==> src/rtl/word_uart_tx.sv <==
// Serialises a 32-bit word onto an RS232 TX line, LSB byte first, 8N1/8N2 frames.
// Define WORD_UART_TX_PARITY_EN to append an even-parity bit after each byte's data bits.
module word_uart_tx #(
  parameter int CLKS_PER_BIT = 434,
  parameter int NUM_BYTES    = 4,
  parameter int STOP_BITS    = 1
) (
  input  logic        clk,
  input  logic        reset,
  input  logic        start,
  input  logic [31:0] data_in,
  output logic        tx,
  output logic        busy,
  output logic        done,
  output logic        drop
);

`ifdef WORD_UART_TX_PARITY_EN
  typedef enum logic [2:0] {S_IDLE, S_START, S_DATA, S_PARITY, S_STOP} state_t;
`else
  typedef enum logic [2:0] {S_IDLE, S_START, S_DATA, S_STOP} state_t;
`endif

  localparam logic [15:0] RELOAD    = 16'(CLKS_PER_BIT - 1);
  localparam logic [1:0]  LAST_BYTE = 2'(NUM_BYTES - 1);
  localparam logic        LAST_STOP = 1'(STOP_BITS - 1);

  state_t      state_q, state_d;
  logic        s1_q, s1_d, s2_q, s2_d, s3_q, s3_d;
  logic [15:0] cnt_q, cnt_d;
  logic [2:0]  bit_idx_q, bit_idx_d;
  logic        stop_idx_q, stop_idx_d;
  logic [1:0]  byte_idx_q, byte_idx_d;
  logic [31:0] shadow_q, shadow_d;
  logic        tx_q, tx_d, busy_q, busy_d, done_q, done_d, drop_q, drop_d;

  logic        start_edge;
  logic        bit_end;
  logic [4:0]  byte_base;
  logic [7:0]  cur_byte;

  always_comb begin
    s1_d       = start;
    s2_d       = s1_q;
    s3_d       = s2_q;
    start_edge = s2_q & ~s3_q;
    bit_end    = (cnt_q == 16'd0);
    byte_base  = {byte_idx_q, 3'b000};
    cur_byte   = shadow_q[byte_base +: 8];

    state_d    = state_q;
    cnt_d      = cnt_q;
    bit_idx_d  = bit_idx_q;
    stop_idx_d = stop_idx_q;
    byte_idx_d = byte_idx_q;
    shadow_d   = shadow_q;
    tx_d       = tx_q;
    busy_d     = busy_q;
    done_d     = 1'b0;
    drop_d     = 1'b0;

    if (state_q == S_IDLE) begin
      cnt_d = RELOAD;
      if (start_edge) begin
        shadow_d   = data_in;
        byte_idx_d = 2'd0;
        tx_d       = 1'b0;
        busy_d     = 1'b1;
        state_d    = S_START;
      end
    end else begin
      // Any request arriving mid-word is discarded; the word in flight is untouched.
      drop_d = start_edge;
      cnt_d  = bit_end ? RELOAD : cnt_q - 16'd1;
      if (bit_end) begin
        case (state_q)
          S_START: begin
            bit_idx_d = 3'd0;
            tx_d      = cur_byte[0];
            state_d   = S_DATA;
          end
          S_DATA: begin
            if (bit_idx_q == 3'd7) begin
`ifdef WORD_UART_TX_PARITY_EN
              tx_d    = ^cur_byte;
              state_d = S_PARITY;
`else
              tx_d       = 1'b1;
              stop_idx_d = 1'b0;
              state_d    = S_STOP;
`endif
            end else begin
              bit_idx_d = bit_idx_q + 3'd1;
              tx_d      = cur_byte[bit_idx_q + 3'd1];
            end
          end
`ifdef WORD_UART_TX_PARITY_EN
          S_PARITY: begin
            tx_d       = 1'b1;
            stop_idx_d = 1'b0;
            state_d    = S_STOP;
          end
`endif
          S_STOP: begin
            if (stop_idx_q != LAST_STOP) begin
              stop_idx_d = stop_idx_q + 1'b1;
            end else if (byte_idx_q != LAST_BYTE) begin
              // Back-to-back frames: next start bit follows the stop bit directly.
              byte_idx_d = byte_idx_q + 2'd1;
              tx_d       = 1'b0;
              state_d    = S_START;
            end else begin
              busy_d  = 1'b0;
              done_d  = 1'b1;
              state_d = S_IDLE;
            end
          end
          default: state_d = S_IDLE;
        endcase
      end
    end
  end

  always_ff @(posedge clk or posedge reset) begin
    if (reset) begin
      state_q    <= S_IDLE;
      s1_q       <= 1'b0;
      s2_q       <= 1'b0;
      s3_q       <= 1'b0;
      cnt_q      <= 16'd0;
      bit_idx_q  <= 3'd0;
      stop_idx_q <= 1'b0;
      byte_idx_q <= 2'd0;
      shadow_q   <= 32'd0;
      tx_q       <= 1'b1;
      busy_q     <= 1'b0;
      done_q     <= 1'b0;
      drop_q     <= 1'b0;
    end else begin
      state_q    <= state_d;
      s1_q       <= s1_d;
      s2_q       <= s2_d;
      s3_q       <= s3_d;
      cnt_q      <= cnt_d;
      bit_idx_q  <= bit_idx_d;
      stop_idx_q <= stop_idx_d;
      byte_idx_q <= byte_idx_d;
      shadow_q   <= shadow_d;
      tx_q       <= tx_d;
      busy_q     <= busy_d;
      done_q     <= done_d;
      drop_q     <= drop_d;
    end
  end

  assign tx   = tx_q;
  assign busy = busy_q;
  assign done = done_q;
  assign drop = drop_q;

endmodule

==> config.mk <==
export PLATFORM = sky130hd
export DESIGN_NAME = word_uart_tx
export DESIGN_NICKNAME = d
export VERILOG_FILES = /design/src/rtl/word_uart_tx.sv
export SDC_FILE = /design/constraint.sdc
export NUM_CORES = 1
export LEC_CHECK = 0
export ABC_CLOCK_PERIOD_IN_PS = 2500
export CORE_UTILIZATION = 35
export CTS_CLUSTER_SIZE = 25
export DETAILED_ROUTE_END_ITERATION = 16
export MAX_ROUTING_LAYER = met4
export PLACE_DENSITY = 0.65
export SYNTH_ARGS = -nofsm -noshare
export SYNTH_HDL_FRONTEND = slang
export SYNTH_SLANG_ARGS = --single-unit
==> constraint.sdc <==
create_clock -name clk -period 2.5 [get_ports clk]
set_input_delay 0.375 -clock clk [delete_from_list [all_inputs] [get_ports clk]]
set_output_delay 0.375 -clock clk [all_outputs]
set_load 0.1 [all_outputs]
# ---- Yosys cells after proc, flatten, opt, wreduce, memory -nomap -nowiden
# Cells that the tools add are included.
dict set report word_totals {
  ff_bits 64
  in_bits 35
}
dict set report op_classes {
  n_addsub 4
  order_cmp 1
  n_eq_ne 13
  n_shift 1
  n_mux 41
  bitwise 3
  n_reduce_logical 15
}
# cell n
set ops {}
lappend ops {{two-way mux 16 bit} 2}
lappend ops {{variable part select 32 x 6 -> 8 bit} 1}
lappend ops {{two-way mux 1 bit} 22}
lappend ops {{two-way mux 3 bit} 6}
lappend ops {{zero test 16 bit} 1}
lappend ops {{subtractor 16 x 1 -> 16 bit, second input constant} 1}
lappend ops {{AND reduction 5 bit} 3}
lappend ops {{two-way mux 2 bit} 6}
lappend ops {{AND reduction 4 bit} 3}
lappend ops {{!= test 2 bit, second input constant} 5}
lappend ops {{nonzero test 2 bit} 5}
lappend ops {{!= test 3 bit, second input constant} 3}
lappend ops {{one-hot mux 3 bit (3 select lines)} 1}
lappend ops {{== test 3 x 2 -> 1 bit, second input constant} 2}
lappend ops {{one-hot mux 3 bit (2 select lines)} 1}
lappend ops {{< comparator 3 x 4 -> 1 bit, second input constant} 1}
lappend ops {{nonzero test 4 bit} 1}
lappend ops {{adder 3 x 1 -> 3 bit, second input constant} 1}
lappend ops {{binary-select mux 1 bit (select 3 bit)} 1}
lappend ops {{== test 3 x 1 -> 1 bit, second input constant} 1}
lappend ops {{== test 3 bit, second input constant} 1}
lappend ops {{zero test 3 bit} 1}
lappend ops {{one-hot mux 1 bit (3 select lines)} 1}
lappend ops {{adder 2 x 1 -> 2 bit, second input constant} 1}
lappend ops {{6 further kinds} 7}

# ---- Logic depth before layout (Yosys ltp)
# Gate-level depths: netlist of the first run.
dict set report logic_depth {
  word_depth 7
  mapped_depth 7
  mapped_depth_nobuf 7
}

# ---- Least setup slack after synthesis of the first run
# Ideal clock, no wire load.
dict set report synth_timing {
  kind {register to register}
  start {register bit_idx_q[0]}
  end {register tx_q, in the netlist tx}
  setup_ns 0.088
  arrival_ns 1.835
  t_required_ns 2.412
  setup_slack_ns 0.577
  stages_incl_launch_ff 8
  n_path_buf 1
  synth_period_minus_slack_ns 1.923
  path_cell_list {dfrtp_1 > ha_1 > clkbuf_1 > mux4_2 > a32oi_1 > nor3b_1 > a311oi_1 > mux2i_1}
}
dict set report synth_via {
  elab_chain_len 7
  elab_cells_between_ends 8
  classes_between {add/sub: 1; eq/ne: 1; mux: 6}
}
# element line_no
set synth_lines {}
lappend synth_lines {{start: declaration} 31} ;# logic [2:0] bit_idx_q, bit_idx_d;
lappend synth_lines {{start signal: assignment} 145} ;# bit_idx_q <= bit_idx_d;
lappend synth_lines {{adder 3 x 1 -> 3 bit} 94} ;# tx_d = cur_byte[bit_idx_q + 3'd1];
lappend synth_lines {{binary-select mux 1 bit (select 3 bit)} 94}
lappend synth_lines {{two-way mux 1 bit (implied by the code)} 94}
lappend synth_lines {{two-way mux 1 bit *} 83} ;# if (bit_idx_q == 3'd7) begin
lappend synth_lines {{one-hot mux 1 bit (3 select lines) *} 76} ;# case (state_q)
lappend synth_lines {{two-way mux 1 bit *} 75} ;# if (bit_end) begin
lappend synth_lines {{two-way mux 1 bit *} 62} ;# if (state_q == S_IDLE) begin
lappend synth_lines {{end signal: assignment} 149} ;# tx_q <= tx_d;
lappend synth_lines {{end: declaration} 35} ;# logic tx_q, tx_d, busy_q, busy_d, done_q, done_d, drop_q, drop_d;
# Every way passes the cells marked *; elsewhere a longest branch is shown, timed or not. The select of a mux whose other input is x is not followed.
# A chain may end at the register's enable or synchronous reset.

# ---- Final worst setup path of the first run
# Ends and elaborated chain as after synthesis.

==> flow_summary.yaml, run 1 <==
layout:
  multi_input_area_um2: 1370
  final_common_cell: "nand2_1"
  drive_above_1_share_pct: 11.5
  most-common-layout-cells: "108 x nand2_1, 61 x dfrtp_1, 34 x clkdlybuf4s50_1, 18 x nor2_1, 9 x clkbuf_8"
  syn2layout_area_growth_pct: 22.0
  nNetsFinal: 386
  antenna_cells: 0
  regArea_um2: 1550
  utilization_pct: 44.3
  nFillCells: 810
clocking:
  clk_latency_ns: 0.34
  ctsHoldBuffers: 0
  cts_max_path_buffers: 2
  numCtsBuffers: 9
  ctsResizeCount: 0
  cts_setup_buffers: 0
  htreeDepth: 3
  cts.clk_slew.worst_paths_ns: 0.07
  cts_tree: "built"
  cts-root-buf: "clkbuf_8"
  cts_sinks: 62
timing:
  finalHoldViolations: 0
  layout_min_cycle_time_ns: 2.05
  finalSetupViolCount: 0
  period_share_pct: 81.8
  final_max_slew_viol_count: 0
  rsz0062_at_grt: "no"
  tns_ns: 0
  clock_skew_ns: 0.00842
  slew_headroom_pct: 59.3
  fmax_mhz: 489
  worst-slew-pin-transition_ns: 0.610
yosys:
  synth_edf_count: 0
  postSynth.asyncResetShare_pct: 100
  yosysUniqueCellTypes: 51
  synth.avg_cell_area_um2: 9.93
  synth_area_um2: 3000
  yosys_warnings: 0
  synthFlopType: "dfrtp_1"
  ys_ff_latch: 62
  yosysSeqAreaShare_pct: 51.8
  synth_cells: 302
  synth_nets: 345
hold_path:
  min_path_type: "flip-flop to flip-flop"
  hold_start: "s1_q"
power:
  p_int_mw: 2.15
  combPwrFrac_pct: 31.6
  power.switching_mw: 1.22
  p_leak_nw: 1.64
  p_sw_share_pct: 36.2
  p_clk_share_pct: 22.6
  sequentialPowerShare_pct: 45.8
  irDropWorstVdd_v: 0.000441
  cellPowerDensity_nw_per_um2: 923
setup_path:
  critPathRequiredTime_ns: 2.76
  worstPathArrival_ns: 2.31
  critPathLaunchType: "flip-flop"
  crit_type: "flip-flop to flip-flop"
  path_max_fanout: 7
  slowest_delay_ns: 0.53
  crit_path_end_kind: "flip-flop"
  cp_cell_sequence: "ha_1 -> mux4_2 -> a32oi_1 -> nor3b_1 -> a311oi_1 -> mux2i_1"
  worstPathBufferInverterCount: 0
  reg2reg_from: "bit_idx_q[0]"
  startpoint: "bit_idx_q[0]"
  crit_path_top_delay_cell: "ha_1"
  critPathTopFamily: "adder cells"
drt:
  wirelength_mm: 6.07
  num_vias: 2237
  drtIter0Drc: 92
  vias_per_cell: 4.94
  remaining_drc_errors: 0
  antenna_left: 0
  drt_pass1_iterations: 4
  routedWlPerCell_um: 13.4
die:
  die_x_um: 94.6
  dieArea_um2: 8940
  die_h_um: 94.6
  core_um2: 8260
  io_pins: 39
  num_rows: 33
  start_util_pct: 36.3
outcome:
  status: "complete, no violations"
placed_design:
  portBuffers: 38
  hpwlAfterDp_mm: 4.36
  gp_congestion: 0.744
global_routing:
  grt_pass1_vias: 2156
  grt_usage_pct: 15.7
  grt_max_degree: 37
  antenna_found_initial: 0
  grt_pass1_wl_mm: 10.3
  grt-ovfl-total: 0
flow_run:
  drv_cap: 0
[synth_stat cells, drive strengths merged (5+ instances only)]
cell    count  share of area (%)
clkbuf      9                1.1
dfrtp      61                 51
ha          8                3.3
inv         5               0.63
mux2i       6                2.0
mux4        7                5.3
nand2     108                 14
nand3       7                1.3
nor2       18                2.3
nor3        5                1.0
nor4        5                2.0
xnor2       6                1.8
xor2        5                1.5
[per-layer routing]
layer | vias to the layer above | routed length, um | global-route usage, %
li1 | 1101 | - | -
met3 | 5 | 193 | 3.70
met2 | 40 | 2900 | 23.0
met4 | 0 | 57 | 5.68
met1 | 1091 | 2920 | 21.2
met5 | - | 0 | -
[area by class of cell]
type	count	share of cell area [%]
clock buffers	9	3.38
clock inverters	7	1.37
inverters	6	0.615
multi-input cells	222	37.3
flip-flops and latches	62	42.4
well taps	105	3.59
repair buffers	42	11.3
[cell families after synthesis]
kind of cell | share of synthesized area (%)
flip-flops | 51.8
AO/OA/AOI/OAI | 4.97
adder cells (fa/ha/maj) | 3.34
multiplexers | 8.14
buffers and inverters | 2.67
XOR/XNOR | 3.21
AND/OR/NAND/NOR | 25.9
[power by group through the flow]
| stage | logic [mW] | clock network [mW] | registers, mW |
|---|---|---|---|
| after floorplan | 0.764 | 0 | 1.57 |
| after global placement | 1.06 | 0 | 1.55 |
| after detailed placement | 1.08 | 0 | 1.56 |
| after CTS | 1.08 | 0.788 | 1.55 |
| after global routing | 1.23 | 0.842 | 1.58 |
| final | 1.07 | 0.763 | 1.55 |
[metrics by stage]
step	power, mW	area, um2	std cells	hold WS [ns]	setup slack, ns
CTS	3.42	3660	453	0.355	0.432
finish	3.38	3660	453	0.356	0.454
global route	3.65	3660	453	0.382	0.282
detailed placement	2.64	3490	437	0.339	0.413
global placement	2.60	3490	437	0.335	0.445
floorplan	2.34	3000	302	0.331	0.577
[state kept, by name, summed over array words and instances (netlist names)]
signal and flops:
bit_idx_q 3, busy 1, byte_idx_q 2, cnt_q 16, done 1, drop 1
s1_q 1, s2_q 1, s3_q 1, shadow_q 32, state_q 2, tx 1
[worst reg2reg max path, cell delays in order (launching register included)]
cell and delay, ns:
dfrtp_1 0.48, ha_1 0.53, mux4_2 0.36, a32oi_1 0.17, nor3b_1 0.07, a311oi_1 0.25
mux2i_1 0.11
[final timing paths]
check	slack (ns)	cells past startpoint	endpoint
setup / recovery	0.45	6	tx
hold / removal	0.36	0	s2_q
setup reg to reg	0.45	6	tx
hold reg to reg	0.36	0	s2_q
max in group asynchronous	1.54	3	tx
min in group asynchronous	0.38	2	s3_q
Power figures use the tool's default switching activity.
==> run 2: changes to the inputs <==
- ABC_CLOCK_PERIOD_IN_PS: 2500 -> 2000
- clock period: 2.5 -> 2 ns (I/O delays scaled with it)
==> flow_summary.yaml, run 2 (synthesis results as in run 1) <==
setup_path:
  startpoint: "bit_idx_q[0]"
  critPathTopFamily: "adder cells"
  rr_worst_depth: 6
  crit_type: "flip-flop to flip-flop"
  cp_cell_sequence: "ha_1 -> ha_1 -> nor2b_1 -> nor2_1 -> a31oi_1 -> mux2_1"
  worstReg2RegEnd: "state_q[1]"
  worstPathArrival_ns: 2.03
  crit_path_top_delay_cell: "dfrtp_1"
  crit_path_frequent_cell: "ha_1"
  critPathLaunchType: "flip-flop"
  cp.depth: 6
  endpoint: "state_q[1]"
  r2r_setup_slack_ns: 0.19
  critPathRequiredTime_ns: 2.22
  slowest_delay_ns: 0.38
  path_max_fanout: 4
  worstPathBufferInverterCount: 0
  reg2reg_from: "bit_idx_q[0]"
  crit_path_end_kind: "flip-flop"
timing:
  worst_slack_ns: 0.190
  tns_ns: 0
  period_share_pct: 90.5
  finalSetupViolCount: 0
  final_max_slew_viol_count: 0
  rsz0062_at_grt: "no"
  clock_skew_ns: 0.00836
  layout_min_cycle_time_ns: 1.81
  worst-slew-pin-transition_ns: 0.477
  fmax_mhz: 552
  slew_headroom_pct: 68.2
  finalHoldViolations: 0
layout:
  final_common_cell: "nand2_1"
  syn2layout_area_growth_pct: 26.4
  fin_cells: 463
  most-common-layout-cells: "108 x nand2_1, 60 x dfrtp_1, 34 x clkdlybuf4s50_1, 18 x nor2_1, 14 x buf_4"
  top_regs: "shadow_q: 32 flops, cnt_q: 16 flops, bit_idx_q: 3 flops"
  utilization_pct: 45.9
  drive_above_1_share_pct: 14.0
  regMostFlops: "shadow_q"
  nNetsFinal: 396
  antenna_cells: 0
  largest_reg_flops: 32
  fin_area_um2: 3790
clocking:
  ctsHoldBuffers: 0
  cts_tree: "built"
  cts_sinks: 62
  cts_max_path_buffers: 2
  htreeDepth: 3
  numCtsBuffers: 9
  cts-root-buf: "clkbuf_8"
  cts.clk_slew.worst_paths_ns: 0.07
  clk_latency_ns: 0.34
die:
  core_um2: 8260
  num_rows: 33
  dieArea_um2: 8940
  die_x_um: 94.6
  die_h_um: 94.6
  start_util_pct: 36.3
  io_pins: 39
global_routing:
  grt_pass1_wl_mm: 10.3
  grt-ovfl-total: 0
  grt_pass1_vias: 2118
  grt_usage_pct: 15.8
  antenna_found_initial: 0
  grt_max_degree: 63
power:
  combPwrFrac_pct: 32.3
  p_leak_nw: 1.71
  p_sw_share_pct: 34.4
  p_clk_share_pct: 24.3
  p_int_mw: 2.94
  sequentialPowerShare_pct: 43.4
  power.switching_mw: 1.55
  irDropWorstVdd_v: 0.000563
  cellPowerDensity_nw_per_um2: 1180
drt:
  vias_per_cell: 4.82
  remaining_drc_errors: 0
  num_vias: 2230
  drtIter0Drc: 76
  wirelength_mm: 6.17
  drt_pass1_iterations: 4
  routedWlPerCell_um: 13.3
  antenna_left: 0
placed_design:
  place_ws_ns: 0.161
  portBuffers: 38
  hpwlAfterDp_mm: 4.40
  gp_congestion: 0.764
  place_inst: 447
  placed_cell_area_um2: 3590
flow_run:
  drv_cap: 0
hold_path:
  min_path_type: "primary input to async pin"
outcome:
  status: "complete, no violations"
[run 2: worst reg2reg max path, cell delays in order, from the launching register on]
cell	delay (ns)
dfrtp_1	0.38
ha_1	0.20
ha_1	0.22
nor2b_1	0.21
nor2_1	0.07
a31oi_1	0.27
mux2_1	0.35
[run 2: repair_timing]
item                                    CTS  global route
endpoints found under the setup margin    0             2
gates resized for setup                   0             2
setup buffers                             0             0
[run 2: power groups by stage]
stage               Sequential (mW)  Combinational (mW)  Clock (mW)
finish                         1.95                1.45        1.09
global route                   2.00                1.65        1.19
CTS                            1.95                1.47        1.12
detailed placement             1.96                1.46           0
global placement               1.96                1.43           0
floorplan                      1.97               0.955           0
[run 2: area by class of cell]
cell class / instances / area (um2)
fill: 803 / 4470
sequential: 62 / 1550
multi-input combinational: 222 / 1370
timing repair buffer: 52 / 517
clock buffer: 11 / 141
tap: 105 / 131
clock inverter: 5 / 58.8
inverter: 6 / 22.5
[run 2: metal layers]
layer | part of all wire, % | GRT usage, %
met3 | 3.7 | 4.83
met4 | 1.3 | 5.30
met5 | 0 | -
met1 | 48 | 21.0
met2 | 47 | 22.8
[run 2: how the worst min path moves through the flow]
stage | from | endpoint | slack [ns] | depth (start not counted)
after floorplan | s1_q | s2_q | 0.33 | 0
after global placement | s1_q | s2_q | 0.34 | 0
after detailed placement | s1_q | s2_q | 0.35 | 0
after CTS | reset | cnt_q[3] | 0.34 | 3
after global routing | reset | cnt_q[3] | 0.37 | 3
final | reset | drop | 0.33 | 3
[run 2: through the flow]
stage                     hold slack (ns)  power, mW
after floorplan                     0.331       2.92
after global placement              0.342       3.38
after detailed placement            0.348       3.42
after CTS                           0.339       4.54
after global routing                0.368       4.83
final                               0.332       4.49
==> run 3: changes to the inputs <==
- CTS_BUF_LIST: default -> sky130_fd_sc_hd__clkbuf_8
==> flow_summary.yaml, run 3 (synthesis results as in run 1) <==
timing:
  finalSetupViolCount: 0
  fmax_mhz: 552
  final_max_slew_viol_count: 0
  worst-slew-pin-transition_ns: 0.472
  clock_skew_ns: 0.00824
  slew_headroom_pct: 68.5
  rsz0062_at_grt: "no"
  tns_ns: 0
  layout_min_cycle_time_ns: 1.81
  period_share_pct: 90.5
  finalHoldViolations: 0
global_routing:
  grt_pass1_wl_mm: 10.3
  grt_usage_pct: 15.8
  grt-ovfl-total: 0
  antenna_found_initial: 0
  grt_pass1_vias: 2118
  grt_max_degree: 63
setup_path:
  critPathLaunchType: "flip-flop"
  cp_cell_sequence: "ha_1 -> ha_1 -> nor2b_1 -> nor2_1 -> a31oi_1 -> mux2_1"
  worstPathArrival_ns: 2.03
  crit_type: "flip-flop to flip-flop"
  crit_path_end_kind: "flip-flop"
  crit_path_frequent_cell: "ha_1"
  path_max_fanout: 4
  critPathRequiredTime_ns: 2.22
  crit_path_top_delay_cell: "dfrtp_1"
  critPathTopFamily: "adder cells"
  worstPathBufferInverterCount: 0
  slowest_delay_ns: 0.38
outcome:
  status: "complete, no violations"
die:
  die_x_um: 94.6
  start_util_pct: 36.3
  die_h_um: 94.6
  dieArea_um2: 8940
  core_um2: 8260
  num_rows: 33
  io_pins: 39
power:
  p_sw_share_pct: 34.5
  irDropWorstVdd_v: 0.000563
  p_clk_share_pct: 24.2
  combPwrFrac_pct: 32.4
  power.switching_mw: 1.55
  total_power_mw: 4.49
  p_int_mw: 2.94
  sequentialPowerShare_pct: 43.4
  p_leak_nw: 1.71
  cellPowerDensity_nw_per_um2: 1180
clocking:
  htreeDepth: 3
  cts_tree: "built"
  clk_latency_ns: 0.34
  cts_setup_buffers: 0
  cts.clk_slew.worst_paths_ns: 0.07
  ctsResizeCount: 0
  cts_sinks: 62
  cts_max_path_buffers: 2
  ctsHoldBuffers: 0
  numCtsBuffers: 9
  cts-root-buf: "clkbuf_8"
flow_run:
  drv_cap: 0
drt:
  wl_met3_um: 229
  maxUsedRoutingLayer: "met4"
  dr_wl_met2_mm: 2.88
  vias_per_cell: 4.82
  routedWlPerCell_um: 13.3
  drt_pass1_iterations: 4
  antenna_left: 0
  remaining_drc_errors: 0
  num_vias: 2231
  drtIter0Drc: 76
  wirelength_mm: 6.18
  wl_met1_mm: 2.99
layout:
  most-common-layout-cells: "108 x nand2_1, 60 x dfrtp_1, 34 x clkdlybuf4s50_1, 18 x nor2_1, 14 x buf_4"
  top_regs: "shadow_q: 32 flops, cnt_q: 16 flops, bit_idx_q: 3 flops"
  nFillCells: 803
  final_common_cell: "nand2_1"
  syn2layout_area_growth_pct: 26.4
  largest_reg_flops: 32
  antenna_cells: 0
  regMostFlops: "shadow_q"
  drive_above_1_share_pct: 14.0
  nNetsFinal: 396
placed_design:
  gp_congestion: 0.764
  hpwlAfterDp_mm: 4.40
  portBuffers: 38
hold_path:
  min_path_type: "primary input to async pin"
-- run 3: cell count changes in the layout (fill, tap and decap cells not counted) --
cell,before,now
clkbuf_1,1,0
inv_1,4,5
-- run 3: area by class of cell --
cell class / count / area (um2) / share of cell area (%)
clock buffer: 10 / 138 / 3.63
clock inverter: 6 / 62.6 / 1.65
inverter: 6 / 22.5 / 0.594
multi-input combinational: 222 / 1370 / 36.0
sequential: 62 / 1550 / 41.0
tap: 105 / 131 / 3.47
timing repair buffer: 52 / 517 / 13.6
-- run 3: final timing paths --
check | start | endpoint | slack [ns] | cells past startpoint
worst max-delay path | bit_idx_q[0] | state_q[1] | 0.19 | 6
worst min register to register | s1_q | s2_q | 0.37 | 0
worst min-delay path | reset | drop | 0.33 | 3
max in group asynchronous | reset | tx | 1.33 | 3
min in group clk | s1_q | s2_q | 0.37 | 0
worst max register to register | bit_idx_q[0] | state_q[1] | 0.19 | 6
-- run 3: worst register-to-register path: cells and delay by family (launching register included) --
kind | cells | cell delay, ns
AOI/OAI and AO/OA | 1 | 0.27
adders and majority gates | 2 | 0.42
DFF | 1 | 0.38
muxes | 1 | 0.35
and+or+nand+nor | 2 | 0.28
-- run 3: power by group through the flow --
stage          Sequential [mW]  Combinational [mW]  Clock (mW)
2_1_floorplan             1.97               0.955           0
3_3_place_gp              1.96                1.43           0
3_5_place_dp              1.96                1.46           0
4_1_cts                   1.95                1.47        1.12
5_1_grt                   2.00                1.65        1.18
6_report                  1.95                1.45        1.09
-- run 3: stage by stage --
stage | cell area [um2] | hold slack, ns | util, % | setup WS, ns | std cells
after floorplan | 3000 | 0.331 | - | 0.0768 | 302
final | 3790 | 0.328 | 45.9 | 0.189 | 463
after global placement | 3590 | 0.342 | 43.4 | 0.168 | 447
after CTS | 3790 | 0.339 | 45.8 | 0.141 | 463
after global routing | 3790 | 0.368 | 45.9 | 0.0269 | 463
after detailed placement | 3590 | 0.348 | 43.4 | 0.161 | 447
-- run 3: per-layer routing --
layer | vias to the layer above | GRT usage (%)
met2 | 29 | 22.8
met5 | - | -
li1 | 1122 | -
met4 | 0 | 5.30
met3 | 7 | 4.83
met1 | 1073 | 21.0
